**src/rtl/uart_alu_pkg.sv**
```systemverilog
// Shared tags and scheduler state encoding for the UART ALU link.
package uart_alu_pkg;

    localparam logic [1:0] OPERAND1_TAG = 2'b00;
    localparam logic [1:0] OPERAND2_TAG = 2'b01;
    localparam logic [1:0] OPCODE_TAG   = 2'b10;
    localparam logic [1:0] RESP_TAG     = 2'b11;

    typedef enum logic [2:0] {
        IDLE     = 3'd0,
        SEND_HDR = 3'd1,
        WAIT_HDR = 3'd2,
        SEND_RES = 3'd3,
        WAIT_RES = 3'd4
    } sched_state_t;

endpackage

```
**src/rtl/result_fifo.sv**
```systemverilog
// Synchronous FIFO holding {opcode,result} entries for the TX scheduler.
module result_fifo #(
    parameter int DEPTH = 4,
    parameter int WIDTH = 14
) (
    input  logic                       clk,
    input  logic                       rst,
    input  logic                       push,
    input  logic                       pop,
    input  logic [WIDTH-1:0]           wdata,
    output logic [WIDTH-1:0]           rdata,
    output logic                       full,
    output logic                       empty,
    output logic [$clog2(DEPTH):0]     count
);

    localparam int AW = $clog2(DEPTH);
    localparam logic [AW:0] FULL_CNT = (AW+1)'(DEPTH);

    logic [WIDTH-1:0] mem [DEPTH];
    logic [AW-1:0]    wr_ptr;
    logic [AW-1:0]    rd_ptr;

    assign rdata = mem[rd_ptr];
    assign full  = (count == FULL_CNT);
    assign empty = (count == '0);

    always_ff @(posedge clk) begin
        if (push) begin
            mem[wr_ptr] <= wdata;
        end
    end

    // Pointers wrap naturally because DEPTH is a power of two.
    always_ff @(posedge clk or posedge rst) begin
        if (rst) begin
            wr_ptr <= '0;
            rd_ptr <= '0;
            count  <= '0;
        end else begin
            if (push) begin
                wr_ptr <= wr_ptr + AW'(1);
            end
            if (pop) begin
                rd_ptr <= rd_ptr + AW'(1);
            end
            unique case ({push, pop})
                2'b10:   count <= count + (AW+1)'(1);
                2'b01:   count <= count - (AW+1)'(1);
                default: count <= count;
            endcase
        end
    end

endmodule

```
**src/rtl/alu_result_tx_scheduler.sv**
```systemverilog
// Queues ALU results and sends each as a header+result byte frame
// over the shared UART transmitter using its start/done handshake.
module alu_result_tx_scheduler
    import uart_alu_pkg::*;
#(
    parameter int NB_OP   = 6,
    parameter int NB_DATA = 8,
    parameter int DEPTH   = 4
) (
    input  logic               i_clk,
    input  logic               i_reset,
    input  logic               i_data_ready,
    input  logic [NB_OP-1:0]   i_opcode,
    input  logic [NB_DATA-1:0] i_alu_result,
    input  logic               i_tx_busy,
    input  logic               i_tx_done,
    output logic               o_tx_start,
    output logic [NB_DATA-1:0] o_tx_data,
    output logic               o_overflow,
    output logic               o_busy
);

    localparam int AW    = $clog2(DEPTH);
    localparam int WIDTH = NB_OP + NB_DATA;
    localparam logic [AW:0] ONE = (AW+1)'(1);

    sched_state_t       state;
    sched_state_t       state_nxt;
    logic               start_nxt;
    logic [NB_DATA-1:0] data_nxt;

    logic               push;
    logic               pop;
    logic               full;
    logic               empty;
    logic [AW:0]        count;
    logic [WIDTH-1:0]   rdata;
    logic [NB_OP-1:0]   head_op;
    logic [NB_DATA-1:0] head_res;

    assign {head_op, head_res} = rdata;

    // The head entry is only released once its result byte is on the wire.
    assign pop  = (state == WAIT_RES) && i_tx_done;
    assign push = i_data_ready && (!full || pop);

    assign o_busy = !empty || (state != IDLE);

    result_fifo #(
        .DEPTH (DEPTH),
        .WIDTH (WIDTH)
    ) u_fifo (
        .clk   (i_clk),
        .rst   (i_reset),
        .push  (push),
        .pop   (pop),
        .wdata ({i_opcode, i_alu_result}),
        .rdata (rdata),
        .full  (full),
        .empty (empty),
        .count (count)
    );

    always_ff @(posedge i_clk or posedge i_reset) begin
        if (i_reset) begin
            state      <= IDLE;
            o_tx_start <= 1'b0;
            o_tx_data  <= '0;
            o_overflow <= 1'b0;
        end else begin
            state      <= state_nxt;
            o_tx_start <= start_nxt;
            o_tx_data  <= data_nxt;
            if (i_data_ready && full && !pop) begin
                o_overflow <= 1'b1;
            end
        end
    end

    always_comb begin
        state_nxt = state;
        start_nxt = 1'b0;
        data_nxt  = o_tx_data;
        unique case (state)
            IDLE: begin
                if (!empty) begin
                    state_nxt = SEND_HDR;
                end
            end
            SEND_HDR: begin
                data_nxt = {RESP_TAG, head_op};
                if (!i_tx_busy) begin
                    start_nxt = 1'b1;
                    state_nxt = WAIT_HDR;
                end
            end
            WAIT_HDR: begin
                if (i_tx_done) begin
                    state_nxt = SEND_RES;
                end
            end
            SEND_RES: begin
                data_nxt = head_res;
                if (!i_tx_busy) begin
                    start_nxt = 1'b1;
                    state_nxt = WAIT_RES;
                end
            end
            WAIT_RES: begin
                // A push landing with the pop keeps a last entry alive.
                if (i_tx_done) begin
                    if (count > ONE || i_data_ready) begin
                        state_nxt = SEND_HDR;
                    end else begin
                        state_nxt = IDLE;
                    end
                end
            end
            default: begin
                state_nxt = IDLE;
            end
        endcase
    end

endmodule

```
**config.mk**
```make
export PLATFORM = sky130hd
export DESIGN_NAME = alu_result_tx_scheduler
export DESIGN_NICKNAME = d
export VERILOG_FILES = /design/src/rtl/uart_alu_pkg.sv /design/src/rtl/result_fifo.sv /design/src/rtl/alu_result_tx_scheduler.sv
export SDC_FILE = /design/constraint.sdc
export NUM_CORES = 1
export LEC_CHECK = 0
export ABC_CLOCK_PERIOD_IN_PS = 2200
export BUFFER_PORTS_ARGS = -buffer_cell sky130_fd_sc_hd__buf_2
export CAP_MARGIN = 20
export CORE_UTILIZATION = 32
export CTS_CLUSTER_SIZE = 14
export DETAILED_ROUTE_END_ITERATION = 6
export PLACE_DENSITY_LB_ADDON = 0.2
export SYNTH_ARGS = -nofsm -noshare
export SYNTH_HDL_FRONTEND = slang
export SYNTH_SLANG_ARGS = --single-unit
```
**constraint.sdc**
```tcl
create_clock -name i_clk -period 2.2 [get_ports i_clk]
set_input_delay 0.22 -clock i_clk [delete_from_list [all_inputs] [get_ports i_clk]]
set_output_delay 0.22 -clock i_clk [all_outputs]
set_load 0.05 [all_outputs]
```
# [After elaboration in Yosys (flattened, before gate mapping)]
# Memories as Yosys holds them, arrays and structs flattened.
# Index checks and enable logic that the tools add are counted.
[word_totals] ff_bits=20 ramBits=56 out_inout_bits=11 word_cells=55 memories=1
[memory_table] memory="u_fifo.mem" words=4 width=14 read_ports=1 rd_clocked_by_memory_dff=0 write_ports=1 line="result_fifo.sv:20" source="logic [WIDTH-1:0] mem [DEPTH];"
[op_classes] n_addsub=4 order_cmp=1 eq_ne=12 n_mux=13 n_reduce_logical=17
[op_table] cell="case mux 8 bit (2 select lines)" count=1
[op_table] cell="2-to-1 mux 3 bit" count=5
[op_table] cell="case mux 3 bit (5 select lines)" count=1
[op_table] cell="inequality test 2 bit, second input constant" count=5
[op_table] cell="equality test 3 x 2 -> 1 bit, second input constant" count=2
[op_table] cell="equality test 3 bit, second input constant" count=2
[op_table] cell="logical NOT 3 bit" count=2
[op_table] cell="case mux 3 bit (2 select lines)" count=1
[op_table] cell="2-to-1 mux 1 bit" count=5
[op_table] cell="AND reduction 5 bit" count=1
[op_table] cell="adder 2 x 1 -> 2 bit, second input constant" count=2
[op_table] cell="logical AND 1 bit" count=4
[op_table] cell="nonzero test 2 bit" count=2
[op_table] cell="adder 3 x 1 -> 3 bit, second input constant" count=1
[op_table] cell="equality test 3 x 1 -> 1 bit, second input constant" count=1
[op_table] cell="greater-than comparator 3 x 1 -> 1 bit, second input constant" count=1
[op_table] cell="logical NOT 1 bit" count=3
[op_table] cell="logical OR 1 bit" count=3
[op_table] cell="nonzero test 3 bit" count=1
[op_table] cell="subtractor 3 x 1 -> 3 bit, second input constant" count=1
[op_table] cell="equality test 2 x 1 -> 1 bit, second input constant" count=1
[op_table] cell="equality test 2 bit, second input constant" count=1
[op_table] cell="OR reduction 2 bit" count=1

# [Logic depth before layout (Yosys ltp)]
# Gate-level depths: netlist of the first run.
[logic_depth] depth_word=6 depth_mapped=10 mapped_depth_nobuf=10

# [Modules after synthesis]
# From an unflattened synthesis of the first run, not the netlist that was laid out.
[hier_totals] cells_unflattened=171 hier_area_um2=3071.7
[modules_own_cells] module="result_fifo" n_inst=1 cells_each=110 area_each_um2=2454.9
[modules_own_cells] module="alu_result_tx_scheduler" n_inst=1 cells_each=61 area_each_um2=616.8

# [Worst setup path after synthesis of the first run]
# No wires, ideal clock.
[synth_path] path_kind="register to register" start="register state[1]" end="memory u_fifo.mem[0][0], enable pin" setup_ns=0.366 arrival_time_ns=1.499 setup_slack_ns=0.334 path_stages_with_launch=6 path_buffers=1 synth_period_minus_slack_ns=1.866 path_cell_list="dfrtp_1 > buf_6 > and4bb_4 > nor2_4 > nor2b_4 > and2_1"
[synth_via] elab_chain_cells=6
[synth_lines] item="from (decl)" line="alu_result_tx_scheduler.sv:27" source="sched_state_t state;"
[synth_lines] item="from (signal assigned)" line="alu_result_tx_scheduler.sv:71" source="state <= state_nxt;"
[synth_lines] item="equality test 3 bit" line="alu_result_tx_scheduler.sv:44" source="assign pop = (state == WAIT_RES) && i_tx_done;"
[synth_lines] item="logical AND 1 bit" line="alu_result_tx_scheduler.sv:44"
[synth_lines] item="net pop" line="alu_result_tx_scheduler.sv:33" source="logic pop;"
[synth_lines] item="logical OR 1 bit" line="alu_result_tx_scheduler.sv:45" source="assign push = i_data_ready && (!full || pop);"
[synth_lines] item="logical AND 1 bit" line="alu_result_tx_scheduler.sv:45"
[synth_lines] item="2-to-1 mux 1 bit" line="result_fifo.sv:29" source="if (push) begin"
[synth_lines] item="2-to-1 mux 1 bit (not written as such)" line="result_fifo.sv:30" source="mem[wr_ptr] <= wdata;"
[synth_lines] item="to (decl)" line="result_fifo.sv:20"
# The timed path passes the listed nets, and every way through them passes these cells.

# [Worst setup path after layout of the first run]
[layout_path] start="register u_fifo.count[0]" end="output o_busy"
[layout_via] elab_chain_cells=3
[layout_lines] item="from (decl)" line="result_fifo.sv:14" source="output logic [$clog2(DEPTH):0] count"
[layout_lines] item="from (signal assigned)" line="result_fifo.sv:48" source="2'b10: count <= count + (AW+1)'(1);"
[layout_lines] item="from (signal assigned)" line="result_fifo.sv:49" source="2'b01: count <= count - (AW+1)'(1);"
[layout_lines] item="from (signal assigned)" line="result_fifo.sv:50" source="default: count <= count;"
[layout_lines] item="logical NOT 3 bit" line="result_fifo.sv:26" source="assign empty = (count == '0);"
[layout_lines] item="logical NOT 1 bit"
[layout_lines] item="logical OR 1 bit" line="alu_result_tx_scheduler.sv:47" source="assign o_busy = !empty || (state != IDLE);"
[layout_lines] item="to (decl)" line="alu_result_tx_scheduler.sv:20" source="output logic o_busy"
# No other way between the ends.

==> results of run 1 <==
## kinds of logic after synthesis
family	Yosys count	share of synthesized area [%]
AND/OR/NAND/NOR	43	6.91
flip-flops	76	69.6
buffers and inverters	15	2.43
adder cells (fa/ha/maj)	9	3.59
XOR/XNOR	7	1.96
multiplexers	28	9.90
AO/OA/AOI/OAI	27	5.59
## worst register-to-register path, stage by stage (launching register included)
cell     delay, ps
dfrtp_1        420
inv_1           80
ha_1           210
nand2_1        110
nor2_4          50
nor2b_4        200
inv_2           50
ha_1           350
nor2_1         150
xor2_1         150
## synth_stat cells (2+ instances only)
master | count | area [sq um]
dfrtp_1 | 20 | 500
buf_4 | 3 | 22.5
mux4_2 | 2 | 45.0
edfxtp_1 | 56 | 1680
a22oi_1 | 12 | 90.1
mux2i_1 | 25 | 250
ha_1 | 9 | 113
xor2_1 | 2 | 17.5
xnor2_1 | 5 | 43.8
o21ai_1 | 8 | 40.0
inv_1 | 7 | 26.3
nand2_1 | 20 | 75.1
o21ai_0 | 2 | 10.0
and2_1 | 5 | 31.3
nor2b_1 | 3 | 18.8
nor2_1 | 10 | 37.5
## stage by stage
| stage | setup slack (ps) | total power, mW | cell area (sq um) | util, % | hold slack [ps] |
|---|---|---|---|---|---|
| floorplan | 334 | 3.55 | 3130 | - | 184 |
| global placement | 402 | 4.04 | 3450 | 36.9 | 431 |
| detailed placement | 342 | 4.04 | 3450 | 36.9 | 435 |
| CTS | 295 | 5.31 | 3690 | 39.4 | 60.3 |
| global route | 198 | 5.56 | 3690 | 39.4 | 70.3 |
| finish | 339 | 5.23 | 3690 | 39.4 | 29.7 |
## worst min path at each step
stage / startpoint / endpoint / slack [ps] / cells past startpoint
after floorplan: i_reset / o_overflow$_DFFE_PP0P_ / 180 / 1
after global placement: i_reset / u_fifo.count[1]$_DFFE_PP0P_ / 430 / 2
after detailed placement: i_reset / u_fifo.count[0]$_DFFE_PP0P_ / 440 / 2
after CTS: i_reset / o_tx_data[3]$_DFFE_PP0N_ / 60 / 2
after global routing: i_alu_result[4] / u_fifo.mem[0][4]$_DFFE_PP_ / 70 / 1
final: i_reset / o_tx_data[2]$_DFFE_PP0N_ / 30 / 2
## flip-flops by register name, summed over array words and instances (netlist names)
signal / flops
o_tx_start: 1
u_fifo.mem: 56
u_fifo.rd_ptr: 2
u_fifo.count: 3
state: 3
o_overflow: 1
u_fifo.wr_ptr: 2
o_tx_data: 8
## power breakdown
group / switching, mW / internal [mW] / total, mW
Combinational: 1.17 / 0.656 / 1.83
Sequential: 0.183 / 1.95 / 2.14
Clock: 0.507 / 0.756 / 1.26
Total: 1.86 / 3.37 / 5.23
## layer usage
| layer | up-vias | GRT usage (%) |
|---|---|---|
| met5 | - | 0 |
| met4 | 0 | 7.69 |
| met3 | 11 | 2.50 |
| met2 | 35 | 19.1 |
| met1 | 796 | 14.9 |
| li1 | 830 | - |
## area by class of cell
class | count | area share [%]
tap | 129 | 4.37
multi-input combinational | 114 | 23.7
inverter | 8 | 0.813
clock buffer | 10 | 3.46
sequential | 76 | 59.1
timing repair buffer | 37 | 5.56
clock inverter | 6 | 3.01
==> metrics, run 1 <==
status=completed; layout cell share with drive strength beyond 1=23.1%; DR iter-0 viols=109; Worst Tran Pin Value=827 ps; Synth Warn #=0; cts hold-fix bufs=0; initial antenna violation count=0; row count=35; Layout area overhead=17.8%; Reg area=2180 sq um; maximum number of pins on one net before global-route repair=28; core box area=9370 sq um; post-synthesis cell count=205; Top Layer Used=met4; worst setup path class=register to output pin; GRT Residual Overflow=0; H-tree depth=3; GRT Util Overall=12.0%; vias per cell=4.40; Top FF cell, synth=edfxtp_1; drt drc=0; sequential area share after synthesis=69.6%; post-placement cell count=364; Yosys cell types=32; Mapped Nets=233; Final Critical Period=1860 ps; HPWL after DPL=3530 um; R2R Path Start=u_fifo.count[0]$_DFFE_PP0P_; average cell area after synthesis=15.3 sq um; Max Slew Vio Count=0; Max transition margin=44.8%; Routability Congestion=0.711; WP buf/inv=2; CTS tree=yes; Clock Pin Slew Worst Setup and Hold Paths=80 ps; met2 WL=2620 um; DRT Wirelength=5490 um; most common cell after layout, fill and taps aside=edfxtp_1; critical path depth=5; vias=1672; Synth Cell Area=3130 sq um; crit path capture type=output pin; Sum Neg Setup Slack=0 ps; # fillers=909; DR WL met3=179 um; port bufs=29; vias in the first global route=1636; # IOs=30; Async S/R FF share, synth=26.3%; Power Density=1420 nW/um^2; Met1 Routed Length=2550 um; Post-DRT Antenna Nets=0; CTS Sinks=76; Worst Hold Class=primary input to asynchronous set/reset pin; post-CTS sizing=0; Post-synth EDFFs=56; max_cap viols=0; Max Buffers Root-to-Sink=2; RSZ-0062 raised after global routing=false; crit-path cells=inv_1, ha_1, nor3b_1, nand2_1, buf_2; Critical Path Start Type=register; CP max FO=5; worst skew pair latency=340 ps; Setup crit start=u_fifo.count[0]$_DFFE_PP0P_; CTS buffer count=9; Layout Nets=274; WP data arrival=1640 ps; Root Buffer Master=clkbuf_8; worst reg2reg endpoint=u_fifo.count[2]$_DFFE_PP0P_; Reg2Reg Setup Slack=360 ps; Pre-Repair DR Iteration Count=4; WL per Instance=14.4 um; area occupied by multi-input gates=876 sq um; leading cell types in the layout, fill and taps excluded=56 x edfxtp_1, 29 x buf_2, 25 x mux2i_1; initial core utilization=33.4%; worst r2r path cells=9; die width=101 um; Post-CTS Repair Setup Buffers=0; data required time at the worst endpoint=1980 ps; Clock Skews=8.97 ps; Crit path max-delay family=flip-flops; Lkg Pwr=1.42 nW; global-route wire length before repair=8610 um; Worst Setup EP=o_busy; critical path's slowest cell=dfrtp_1; maximum vdd ir drop=0.499 mV; synthesized flop and latch total=76; Die Y=101 um; final setup fails=0; final cell count without fillers=380; Hold Fails Final Rpt=0; final worst path period share=84.6%; Largest stage delay, worst path=430 ps; diode count=0; fmax=0.537 GHz; die area=10200 sq um
Power figures use the tool's default switching activity.
==> inputs of run 2 (changes only) <==
--- a/config.mk
+++ b/config.mk
@@ -5,7 +5,8 @@
 export SDC_FILE = /design/constraint.sdc
 export NUM_CORES = 1
 export LEC_CHECK = 0
-export ABC_CLOCK_PERIOD_IN_PS = 2200
+export ABC_AREA = 1
+export ABC_CLOCK_PERIOD_IN_PS = 1850
 export BUFFER_PORTS_ARGS = -buffer_cell sky130_fd_sc_hd__buf_2
 export CAP_MARGIN = 20
 export CORE_UTILIZATION = 32
==> constraint.sdc (replaced) <==
create_clock -name i_clk -period 1.85 [get_ports i_clk]
set_input_delay 0.185 -clock i_clk [delete_from_list [all_inputs] [get_ports i_clk]]
set_output_delay 0.185 -clock i_clk [all_outputs]
set_load 0.05 [all_outputs]
==> run 2 against run 1 <==
  * Cell count rose by 26%
  * Sequential power rose by 16%
  * Largest cell class unchanged
  * Largest power group is now combinational logic
  * Synthesized cell count is 41% higher
  * Clock power fell by 5%
  * Critical path depth grew 4
  * Sequential share of layout area fell by 2.8 points
  * Flip-flop and latch count unchanged
  * Critical path type is now register to register
==> metrics, run 2 <==
GRT met1 Usage=19.6% (+4.7 points); Post-DRT Antenna Nets=0 (unchanged); Yosys cell types=22 (-31%); Max Buffers Root-to-Sink=2 (unchanged); Root Buffer Master=clkbuf_8; core box area=9820 sq um (+4.8%); Sum Neg Setup Slack=0 ps (unchanged); Hold Fails Final Rpt=0 (unchanged); Mapped Nets=318 (+36%); Clock Skews=8.39 ps (-0.581 ps); Top FF cell, synth=edfxtp_1; CP max FO=11 (+6); final setup fails=0 (unchanged); initial antenna violation count=0 (unchanged); average cell area after synthesis=11.2 sq um (-27%); WP data arrival=1740 ps (+100 ps); maximum vdd ir drop=0.671 mV (+34%); synthesized flop and latch total=76 (unchanged); vias=2095 (+25%); row count=36 (+2.9%); worst skew pair latency=330 ps (about the same); Die Y=103 um (+1.7%); GRT busiest layer=met2; H-tree depth=3 (unchanged); power share of the clock group=19.3% (-4.9 points); sequential area share after synthesis=67.2% (-2.4 points); vias in the first global route=2024 (+24%); Synth Cell Area=3250 sq um (+3.6%); post-synthesis cell count=290 (+41%); dpl cell area=3630 sq um (+5.1%); Largest Register=u_fifo.mem; Yosys top cell by area=edfxtp_1; status=completed; initial core utilization=33.1% (-0.39 points); area fraction of the dominant cell type after synthesis=51.8% (-1.8 points); DRT Wirelength=6590 um (+20%); post-placement cell count=458 (+26%); GRT Residual Overflow=0 (unchanged); Pre-Repair DR Iteration Count=4 (unchanged); Lkg Pwr=1.58 nW (+11%); Power Density=1610 nW/um^2 (+13%); Final Cell Area=3870 sq um (+4.9%); CTS buffer count=9 (unchanged); data required time at the worst endpoint=1890 ps (-90 ps); worst r2r path cells=9 (unchanged); vias per cell=4.39 (-0.18%); max reg flops=56 (unchanged); Seq pwr share=40.0% (-0.9 points); Synth Warn #=0 (unchanged); # IOs=30 (unchanged); Worst Hold Path EP=u_fifo.mem[2][8]$_DFFE_PP_; leading cell types in the layout, fill and taps excluded=64 x nand2_1, 56 x edfxtp_1, 37 x nor2_1; drt drc=0 (unchanged); RSZ-0062 raised after global routing=false; Switching Fraction=39.9% (+4.3 points); die width=103 um (+1.7%); diode count=0 (unchanged); Routability Congestion=0.779 (+9.6%); maximum number of pins on one net before global-route repair=31 (+11%); Clock Pin Slew Worst Setup and Hold Paths=80 ps (about the same); layout cell share with drive strength beyond 1=23.3% (+0.15 points); HPWL after DPL=4350 um (+23%); Worst Tran Pin Value=570 ps (-257 ps); max_cap viols=0 (unchanged); hold depth=1; Layout area overhead=19.4%; final worst path period share=91.9%; Comb power frac=40.7% (+5.7 points); Max Slew Vio Count=0 (unchanged); WHS=74.5 ps (+44.7 ps); final cell count without fillers=477 (+26%); Max transition margin=62.0% (+17 points); Internal Power=3.74 mW (+11%); Layout Nets=367 (+34%); most instantiated cells after synthesis=64 x nand2_1, 56 x edfxtp_1, 41 x nor2_1; die area=10500 sq um (+3.5%); Reg2Reg Setup Slack=150 ps (-210 ps); cell with the most instances after synthesis=nand2_1; Largest regs=u_fifo.mem (56), o_tx_data (8); CTS tree=yes; Critical Path Start Type=register; hold_sp=i_opcode[0]; worst setup path class=register to register; crit path capture type=register; met2 GRT Util=21.2% (+2.2 points); R2R Path Start=u_fifo.count[1]$_DFFE_PP0P_; GR Util met3=2.85% (+0.35 points); WL per Instance=13.8 um (-4.3%); Post-synth EDFFs=56 (unchanged); worst reg2reg endpoint=u_fifo.mem[2][6]$_DFFE_PP_; top cells by area, synth=edfxtp_1 52%, dfrtp_1 15%, nand2_1 7.4%; Final Critical Period=1700 ps; Worst Hold Class=primary input to register; global-route wire length before repair=10600 um (+23%); DR iter-0 viols=115 (+5.5%); total power=6.22 mW (+19%); CTS Sinks=76 (unchanged); GRT Util Overall=14.0% (+2.0 points); port bufs=29 (unchanged); fmax=0.588 GHz; Async S/R FF share, synth=26.3% (unchanged); switching power=2.48 mW (+33%); most common cell after layout, fill and taps aside=nand2_1
[run 2: cell type report]
type	instances	area, sq um
clock buffers	12	135
clock inverters	4	50.0
fillers	968	5940
inverters	23	86.3
multi-input cells	182	950
flip-flops and latches	76	2180
well taps	133	166
repair buffers	47	305
[run 2: worst max-delay path, stage by stage, from the launching register on]
cell	delay, ps
dfrtp_1	390
inv_2	70
ha_2	190
nand2_1	60
inv_1	50
nand2_2	90
nand2_4	60
buf_4	170
nor2_2	130
buf_6	190
[run 2: power groups by stage]
stage / clock network (mW) / logic (mW) / registers, mW
finish: 1.20 / 2.53 / 2.49
global route: 1.30 / 2.83 / 2.54
CTS: 1.24 / 2.51 / 2.49
detailed placement: 0 / 2.49 / 2.53
global placement: 0 / 2.50 / 2.52
floorplan: 0 / 1.43 / 2.86
[run 2: cell families after synthesis]
| group | after synthesis | synth area share [%] |
|---|---|---|
| simple gates | 145 | 19.9 |
| flops | 76 | 67.2 |
| buf+inv | 32 | 4.28 |
| compound gates | 22 | 3.51 |
| fa+ha+maj | 9 | 3.47 |
| xor+xnor | 6 | 1.62 |
[run 2: layer usage]
layer	share of wire [%]	up-vias
li1	-	1060
met1	50	995
met2	46	34
met3	2.9	6
met4	0.88	0
met5	0	-
[run 2: timing repair]
item	4_1_cts	5_1_grt
setup buffers	0	1
resized for setup	0	9
hold buffers	2	0
endpoints found under the hold margin	21	0
endpoints found under the setup margin	0	54
[run 2: worst max path at each step]
stage	to	start	cells after the start	slack, ps
after CTS	u_fifo.mem[2][13]$_DFFE_PP_	u_fifo.count[1]$_DFFE_PP0P_	9	30
after global placement	u_fifo.count[2]$_DFFE_PP0P_	u_fifo.count[1]$_DFFE_PP0P_	11	70
after global routing	u_fifo.count[2]$_DFFE_PP0P_	u_fifo.count[1]$_DFFE_PP0P_	11	10
after detailed placement	u_fifo.mem[2][7]$_DFFE_PP_	u_fifo.count[1]$_DFFE_PP0P_	9	60
final	u_fifo.mem[2][6]$_DFFE_PP_	u_fifo.count[1]$_DFFE_PP0P_	9	150
after floorplan	u_fifo.mem[0][0]$_DFFE_PP_	u_fifo.count[0]$_DFFE_PP0P_	7	-90
[run 2: stage by stage]
| step | worst slack [ps] | utilization, % |
|---|---|---|
| global route | 13.4 | 39.5 |
| floorplan | -93.1 | - |
| CTS | 25.9 | 39.1 |
| global placement | 74.3 | 37.0 |
| detailed placement | 55.6 | 37.0 |
| finish | 149 | 39.5 |
